**src/rtl/uart_pkg.sv**
```systemverilog
// Shared UART definitions: byte width, default RX FIFO depth, byte type.
package uart_pkg;

  localparam int unsigned UART_DATA_W        = 8;
  localparam int unsigned UART_RX_FIFO_DEPTH = 16;

  typedef logic [UART_DATA_W-1:0] uart_byte_t;

endpackage : uart_pkg

```
**src/rtl/uart_rx_fifo_if.sv**
```systemverilog
// Receiver-to-FIFO-to-consumer signal bundle.
// Optional almost_full output is present when UART_RX_FIFO_ALMOST_EN is defined.
// master: the FIFO side; slave: the receiver/consumer side.
interface uart_rx_fifo_if
  import uart_pkg::*;
#(
  parameter int unsigned DEPTH = UART_RX_FIFO_DEPTH
);

  localparam int unsigned CNT_W = $clog2(DEPTH) + 1;

  uart_byte_t       rx_data;
  logic             rx_done;
  uart_byte_t       m_data;
  logic             m_valid;
  logic             m_ready;
  logic [CNT_W-1:0] count;
  logic             full;
  logic             empty;
  logic             overrun;
  logic             ovr_clr;
`ifdef UART_RX_FIFO_ALMOST_EN
  logic             almost_full;
`endif

  modport master (
    input  rx_data, rx_done, m_ready, ovr_clr,
    output m_data, m_valid, count, full, empty, overrun
`ifdef UART_RX_FIFO_ALMOST_EN
    , output almost_full
`endif
  );

  modport slave (
    output rx_data, rx_done, m_ready, ovr_clr,
    input  m_data, m_valid, count, full, empty, overrun
`ifdef UART_RX_FIFO_ALMOST_EN
    , input almost_full
`endif
  );

endinterface : uart_rx_fifo_if

```
**src/rtl/uart_fifo_ram.sv**
```systemverilog
// DEPTH x DATA_W register array: synchronous write, asynchronous read, no reset.
module uart_fifo_ram
  import uart_pkg::*;
#(
  parameter int unsigned DEPTH  = UART_RX_FIFO_DEPTH,
  parameter int unsigned DATA_W = UART_DATA_W
) (
  input  logic                     clk,
  input  logic                     we,
  input  logic [$clog2(DEPTH)-1:0] waddr,
  input  logic [DATA_W-1:0]        wdata,
  input  logic [$clog2(DEPTH)-1:0] raddr,
  output logic [DATA_W-1:0]        rdata
);

  logic [DATA_W-1:0] mem [DEPTH];

  // Write port
  always_ff @(posedge clk) begin
    if (we) begin
      mem[waddr] <= wdata;
    end
  end

  assign rdata = mem[raddr];

endmodule : uart_fifo_ram

```
**src/rtl/uart_rx_fifo.sv**
```systemverilog
// UART receive byte FIFO: edge-detected write from the receiver's done strobe,
// first-word-fall-through valid/ready read side, fill level and sticky overrun.
// Define UART_RX_FIFO_ALMOST_EN to add AF_LEVEL and a registered almost_full.
module uart_rx_fifo
  import uart_pkg::*;
#(
  parameter int unsigned DEPTH    = UART_RX_FIFO_DEPTH,
  parameter int unsigned DATA_W   = UART_DATA_W
`ifdef UART_RX_FIFO_ALMOST_EN
  , parameter int unsigned AF_LEVEL = DEPTH - 2
`endif
) (
  input  logic          clk,
  input  logic          rst,
  uart_rx_fifo_if.master bus
);

  localparam int unsigned AW    = $clog2(DEPTH);
  localparam int unsigned PTR_W = AW + 1;

  logic [PTR_W-1:0]  wr_ptr;
  logic [PTR_W-1:0]  rd_ptr;
  logic [PTR_W-1:0]  wr_ptr_nxt_c;
  logic [PTR_W-1:0]  rd_ptr_nxt_c;
  logic              rx_done_d;
  logic              armed;
  logic              overrun;
  logic              push_c;
  logic              pop_c;
  logic              wr_en_c;
  logic              full_c;
  logic              empty_c;
  logic [DATA_W-1:0] ram_rdata;

  // Storage
  uart_fifo_ram #(
    .DEPTH  (DEPTH),
    .DATA_W (DATA_W)
  ) u_ram (
    .clk   (clk),
    .we    (wr_en_c),
    .waddr (wr_ptr[AW-1:0]),
    .wdata (DATA_W'(bus.rx_data)),
    .raddr (rd_ptr[AW-1:0]),
    .rdata (ram_rdata)
  );

  // Occupancy flags from pointer comparison
  always_comb begin
    empty_c = (wr_ptr == rd_ptr);
    full_c  = (wr_ptr[AW-1:0] == rd_ptr[AW-1:0]) && (wr_ptr[AW] != rd_ptr[AW]);
  end

  // Handshake decode and next pointers; a strobe still high when reset
  // releases is ignored because armed holds the first post-reset edge off.
  always_comb begin
    push_c       = bus.rx_done && !rx_done_d && armed;
    pop_c        = !empty_c && bus.m_ready;
    wr_en_c      = push_c && (!full_c || pop_c);
    wr_ptr_nxt_c = wr_en_c ? wr_ptr + PTR_W'(1) : wr_ptr;
    rd_ptr_nxt_c = pop_c   ? rd_ptr + PTR_W'(1) : rd_ptr;
  end

  // Pointer, edge-detector and overrun registers
  always_ff @(posedge clk or negedge rst) begin
    if (!rst) begin
      wr_ptr    <= '0;
      rd_ptr    <= '0;
      rx_done_d <= 1'b0;
      armed     <= 1'b0;
      overrun   <= 1'b0;
    end else begin
      wr_ptr    <= wr_ptr_nxt_c;
      rd_ptr    <= rd_ptr_nxt_c;
      rx_done_d <= bus.rx_done;
      armed     <= 1'b1;
      if (push_c && full_c && !pop_c) begin
        overrun <= 1'b1;
      end else if (bus.ovr_clr) begin
        overrun <= 1'b0;
      end
    end
  end

`ifdef UART_RX_FIFO_ALMOST_EN
  logic [PTR_W-1:0] count_nxt_c;
  logic             almost_full;

  assign count_nxt_c = wr_ptr_nxt_c - rd_ptr_nxt_c;

  // Registered threshold flag reflecting the post-edge fill level
  always_ff @(posedge clk or negedge rst) begin
    if (!rst) begin
      almost_full <= 1'b0;
    end else begin
      almost_full <= (count_nxt_c >= PTR_W'(AF_LEVEL));
    end
  end

  assign bus.almost_full = almost_full;
`endif

  assign bus.m_data  = empty_c ? '0 : uart_byte_t'(ram_rdata);
  assign bus.m_valid = !empty_c;
  assign bus.count   = wr_ptr - rd_ptr;
  assign bus.full    = full_c;
  assign bus.empty   = empty_c;
  assign bus.overrun = overrun;

endmodule : uart_rx_fifo
```
**src/flat_wrapper.sv**
```systemverilog
// flat-port wrapper written by rule: the top's interface ports become plain ports
module uart_rx_fifo_flat import uart_pkg::*;
#(
  parameter int unsigned DEPTH    = UART_RX_FIFO_DEPTH,
  parameter int unsigned DATA_W   = UART_DATA_W

)
  (clk, rst, bus_rx_data, bus_rx_done, bus_m_ready, bus_ovr_clr, bus_m_data, bus_m_valid, bus_count, bus_full, bus_empty, bus_overrun);
  uart_rx_fifo_if #(.DEPTH(DEPTH)) bus_i ();
  input  logic clk;
  input  logic rst;
  input wire logic [$bits(bus_i.rx_data)-1:0] bus_rx_data;
  input wire logic [$bits(bus_i.rx_done)-1:0] bus_rx_done;
  input wire logic [$bits(bus_i.m_ready)-1:0] bus_m_ready;
  input wire logic [$bits(bus_i.ovr_clr)-1:0] bus_ovr_clr;
  output wire logic [$bits(bus_i.m_data)-1:0] bus_m_data;
  output wire logic [$bits(bus_i.m_valid)-1:0] bus_m_valid;
  output wire logic [$bits(bus_i.count)-1:0] bus_count;
  output wire logic [$bits(bus_i.full)-1:0] bus_full;
  output wire logic [$bits(bus_i.empty)-1:0] bus_empty;
  output wire logic [$bits(bus_i.overrun)-1:0] bus_overrun;
  assign bus_i.rx_data = bus_rx_data;
  assign bus_i.rx_done = bus_rx_done;
  assign bus_i.m_ready = bus_m_ready;
  assign bus_i.ovr_clr = bus_ovr_clr;
  assign bus_m_data = bus_i.m_data;
  assign bus_m_valid = bus_i.m_valid;
  assign bus_count = bus_i.count;
  assign bus_full = bus_i.full;
  assign bus_empty = bus_i.empty;
  assign bus_overrun = bus_i.overrun;
  uart_rx_fifo #(.DEPTH(DEPTH), .DATA_W(DATA_W)) u_core (.clk(clk), .rst(rst), .bus(bus_i));
endmodule
```
**config.mk**
```make
export PLATFORM = sky130hd
export DESIGN_NAME = uart_rx_fifo_flat
export DESIGN_NICKNAME = d
export VERILOG_FILES = /design/src/rtl/uart_pkg.sv /design/src/rtl/uart_rx_fifo_if.sv /design/src/rtl/uart_fifo_ram.sv /design/src/rtl/uart_rx_fifo.sv /design/src/flat_wrapper.sv
export SDC_FILE = /design/constraint.sdc
export NUM_CORES = 1
export LEC_CHECK = 0
export CAP_MARGIN = 20
export CORE_UTILIZATION = 45
export CTS_BUF_LIST = sky130_fd_sc_hd__clkbuf_2 sky130_fd_sc_hd__clkbuf_4 sky130_fd_sc_hd__clkbuf_8
export DETAILED_ROUTE_END_ITERATION = 12
export GPL_ROUTABILITY_DRIVEN = 0
export GPL_TIMING_DRIVEN = 0
export PLACE_DENSITY = 0.7
export SETUP_SLACK_MARGIN = 0.15
export SLEW_MARGIN = 20
export SYNTH_ARGS = -nofsm -noshare
export SYNTH_HDL_FRONTEND = slang
export SYNTH_SLANG_ARGS = --single-unit
```
**constraint.sdc**
```tcl
create_clock -name clk -period 6.1 [get_ports clk]
set_input_delay 1.22 -clock clk [delete_from_list [all_inputs] [get_ports clk]]
set_output_delay 1.22 -clock clk [all_outputs]
set_load 0.02 [all_outputs]
```
After elaboration in Yosys (flattened, before gate mapping). Memory sizes are Yosys's and may differ from the RTL's. Index checks and enable logic that the tools add are counted.

Register bits: 13. RAM bits: 128. Input bits: 13. Output and inout port bits: 17. Word-level logic and storage cells: 30. Memories kept: 1.

Memory list: u_core.u_ram.mem (words 16, width 8, read ports 1, clocked after memory_dff 0, wr ports 1, line uart_fifo_ram.sv:16) `logic [DATA_W-1:0] mem [DEPTH];`.

$add $sub $neg: 3. Equal/unequal tests: 3. Muxes and demuxes: 5. Reduce and logical (&&, ||, !) cells: 13.

Operators with widths (count): $add A5 B1 Y5 const B (2); $mux W8 (1); $logic_and A1 B1 Y1 (7); $eq A5 B5 Y1 (1); $sub A5 B5 Y5 (1); $eq A4 B4 Y1 (1); $logic_not A1 Y1 (4); $mux W1 (4); $reduce_bool A2 Y1 (1); $logic_or A1 B1 Y1 (1); $ne A1 B1 Y1 (1).

Longest topological paths before layout.
Word-level depth: 7. Mapped depth: 9. Depth with buffers taken out: 7.

Modules after synthesis. Synthesis repeated with hierarchy kept, for this count alone.

Cell total of the unflattened synthesis: 296. Area total of the unflattened synthesis: 5779.3 um^2.

Modules (own cells, without submodules): uart_fifo_ram (instances 1, cells each 221, area an instance 4987.3 um^2, sequential area each 3843.7 um^2); uart_rx_fifo (instances 1, cells each 75, area an instance 792.0 um^2, sequential area each 325.3 um^2).

Worst setup path after synthesis. OpenSTA, ideal clock, no wires.

Path kind: register to output. Start: register u_core.rd_ptr[1]. End: output bus_m_data[6]. Arrival: 2.378 ns. Required time: 4.880 ns. Setup slack: 2.502 ns. Stages on the path, launching flop included: 10. Path buffers: 2. Path through: dfrtp_1 buf_6 clkbuf_1 inv_1 ha_1 and4_1 nand2_1 inv_2 nor3_4 a221o_1.

Longest elaborated chain between the ends: 2. Elaborated cells between the ends (all ways): 3. Classes of those cells: eq/ne: 1; mux: 1; memory: 1.

Ends and longest elaborated chain: start: declaration (line uart_rx_fifo.sv:22) `logic [PTR_W-1:0] rd_ptr;`; start signal: assignment (line uart_rx_fifo.sv:74) `rd_ptr <= rd_ptr_nxt_c;`; $eq A5 B5 Y1 (line uart_rx_fifo.sv:50) `empty_c = (wr_ptr == rd_ptr);`; via bus_empty (line flat_wrapper.sv:20) `output wire logic [$bits(bus_i.empty)-1:0] bus_empty;`; $mux W8 (line uart_rx_fifo.sv:103) `assign bus.m_data = empty_c ? '0 : uart_byte_t'(ram_rdata);`; end: declaration (line flat_wrapper.sv:16) `output wire logic [$bits(bus_i.m_data)-1:0] bus_m_data;`.

The timed path passes the listed nets, and every way through them passes these cells.

Worst setup path after layout.
Start: register u_core.rd_ptr[1]. End: output bus_m_data[4].

Longest elaborated chain between the ends: 2. Elaborated cells between the ends (all ways): 3. Classes of those cells: eq/ne: 1; mux: 1; memory: 1.

Ends and longest elaborated chain (line): $mem_v2 Z16 W8 or $eq A5 B5 Y1 (tied branches); $mux W8 (*) (uart_rx_fifo.sv:103).

Mark *: on every way between the ends. The rest lies on a longest branch, timed or not.

==> flow_summary_export.csv <==
group,metric,value,unit
die,ios,30,
clock_network,cts_setup_buffers,0,
detailed_routing,wl_met2,5.59,mm
detailed_routing,wl_met3,766,µm
clock_network,clockBufferDepth,2,
worst_setup_path,worstPathArrival,3790,ps
hold_path,min_path_type,"reg2reg",
detailed_routing,routed_wl,11.0,mm
die,die_x,116,µm
worst_setup_path,path_cells,"buf_6 -> clkbuf_1 -> inv_1 -> ha_1 -> nand4_1 -> o21ai_1 -> a21oi_1 -> a221o_1 -> clkdlybuf4s50_1",
clock_network,cts_hold_buffers,0,
layout,multi_input_area,1490,µm²
yosys,ys_seq_area_share,71.6,%
yosys,ys_warn_count,0,
clock_network,path_clk_slew,80,ps
sta,fmax,0.200,GHz
yosys,synth_edf_count,128,
yosys,synth_cells,295,
grt,globalRouteTotalUtil,18.5,%
sta,slew_violations,0,
worst_setup_path,critPathSlowestCell,"o21ai_1",
layout,diodes,0,
worst_setup_path,critPathLaunch,"u_core.rd_ptr[1]",
grt,grt_pass1_wl,17.2,mm
layout,post-route-util,53.6,%
detailed_routing,drc,0,
sta,rsz0062_at_grt,"no",
layout,drive_gt1_share,17.5,%
yosys,netlist_area,5820,µm²
detailed_routing,drtIter0Drc,324,
sta,tightestPinTransition,668,ps
detailed_routing,drt_pass1_iterations,4,
sta,relSlewSlack,55.1,%
clock_network,cts_sinks,141,
detailed_routing,vias,2845,
worst_setup_path,worstReg2RegStart,"u_core.rd_ptr[1]",
clock_network,root_buffer,"clkbuf_8",
clock_network,post_cts_resized,0,
worst_setup_path,required,4880,ps
pwr,ir_drop,0.000183,V
sta,hold_ws,511,ps
sta,setup_ws,1090,ps
pwr,power,3.31,mW
placed_design,place_hpwl,7.15,mm
worst_setup_path,cp-start-kind,"flip-flop",
die,die_area,13400,µm²
layout,nets,366,
clock_network,cts_tree,"done",
detailed_routing,top_layer_used,"met4",
placed_design,dpl_worst_slack,1560,ps
yosys,ys_seq_elements,141,
worst_setup_path,crit_type,"reg2out",
grt,antenna_found_initial,0,
sta,timing.final.hold_violations,0,
yosys,ys_types,35,
clock_network,htreeDepth,4,
pwr,power_density,489,nW/µm²
die,placementRows,41,
sta,fin_setup_tns,0,ps
grt,grt_max_degree,17,
die,core,12600,µm²
worst_setup_path,crit_path_end_kind,"output port",
flow_run,drv_cap,0,
yosys,ys_async_sr_fraction,9.22,%
sta,clock_skew,8.33,ps
clock_network,clk_latency,430,ps
pwr,leakage,2.31,nW
sta,setup_viol,0,
outcome,status,"complete, no violations",
layout,nFillCells,1010,
detailed_routing,drtAntennaViolNets,0,
grt,grt_pass1_vias,2996,
layout,syn_to_final_growth,16.1,%
detailed_routing,wl_per_cell,20.8,µm
yosys,syn_avg_cell_area,19.7,µm²
die,initial_core_util,46.1,%
sta,fin_crit,5010,ps
hold_path,min-delay-start,"u_core.rd_ptr[3]",
clock_network,cts_inserted_buffers,17,
worst_setup_path,slowest_delay,550,ps
sta,finalCritPeriodShare,82.1,%
yosys,synth_nets,318,
yosys,synthFlopType,"edfxtp_1",
detailed_routing,drt-vias-per-instance,5.40,
layout,ff_latch_area,4170,µm²
worst_setup_path,crit_fanout,10,
detailed_routing,wl_met1,4.51,mm
grt,grt-ovfl-total,0,
die,die_h,116,µm
placed_design,io_buffer_count,29,
[critical path, delay by kind of cell, from the launching register on]
family          cells  cell delay (ps)
fa+ha+maj           1              370
flops               1              380
buf+inv             4             1400
compound gates      3             1080
simple gates        1              120
[final cells by class]
class                   instances  area share [%]
clock inverters                14            2.96
multi-input cells             134            22.1
inverters                      10           0.963
clock buffers                  17            3.46
repair buffers                 29            4.29
well taps                     172            3.18
flip-flops and latches        141            61.7
plain buffers                  10            1.35
[routing by layer]
layer,vias up,GRT usage [%]
met5,-,0
met1,1453,24.2
met4,0,7.18
met2,91,30.4
met3,9,4.29
li1,1292,-
[kinds of logic (layout without fill, tap and decap cells)]
kind of cell / Yosys count / count (layout) / share of synthesized area, %
flops: 141 / 141 / 71.6
simple gates: 51 / 51 / 4.90
mux: 32 / 32 / 13.2
compound gates: 27 / 27 / 3.31
buf+inv: 20 / 80 / 2.69
xor+xnor: 13 / 13 / 1.96
fa+ha+maj: 10 / 10 / 2.28
other cells: 1 / 1 / 0.0644
[Yosys cell counts (all sizes together) (2+ instances only)]
cell,instances,share of area (%)
edfxtp,128,66
mux4,32,13
nand2,22,1.4
dfrtp,13,5.6
a21oi,11,0.95
and2,11,1.2
buf,9,1.5
ha,9,1.9
xnor2,9,1.4
a221o,8,1.4
inv,8,0.52
and3,5,0.54
nand4,4,0.43
xor2,4,0.60
nor3,3,0.64
o21ai,3,0.26
a21o,2,0.26
and4,2,0.30
bufinv,2,0.60
nor2,2,0.13
[worst paths after layout]
check,cells after the start,end,slack [ps]
worst max-delay path,9,bus_m_data[4],1090
worst min-delay path,1,u_core.rd_ptr[3],510
worst max register to register,8,u_core.u_ram.mem[7][5],2690
worst min register to register,1,u_core.rd_ptr[3],510
max in group asynchronous,1,u_core.rx_done_d,4500
min in group asynchronous,1,u_core.rd_ptr[3],1180
[where the power goes]
part | switching [mW] | leakage, nW | internal (mW)
Clock | 0.337 | 0.205 | 0.477
Sequential | 0.0499 | 1.31 | 1.11
Combinational | 0.685 | 0.789 | 0.647
[sequential cells by signal, summed over array words and instances, names as in the netlist]
name	cells
u_core.u_ram.mem	128
u_core.rd_ptr	5
u_core.wr_ptr	5
u_core.armed	1
u_core.bus.overrun	1
u_core.rx_done_d	1
[metrics by stage]
step           cell area, µm²  std cells
6_report                 6760        527
5_1_grt                  6760        527
4_1_cts                  6760        527
3_5_place_dp             6320        496
3_3_place_gp             6320        496
2_1_floorplan            5820        295
[placed cells by master, fill, tap and decap left out, types with 3 or more instances in the layout]
cell and instances:
edfxtp_1 128, clkdlybuf4s50_1 29, nand2_1 22, mux4_2 20, clkbuf_8 17, dfrtp_1 13, mux4_1 12, a21oi_1 11
and2_1 11, xnor2_1 9, ha_1 9, a221o_1 8, inv_1 7, and3_1 5, bufinv_16 5, clkinv_1 5
xor2_1 4, nand4_1 4, buf_2 3, o21ai_1 3, clkinvlp_4 3
Power figures use the tool's default switching activity.
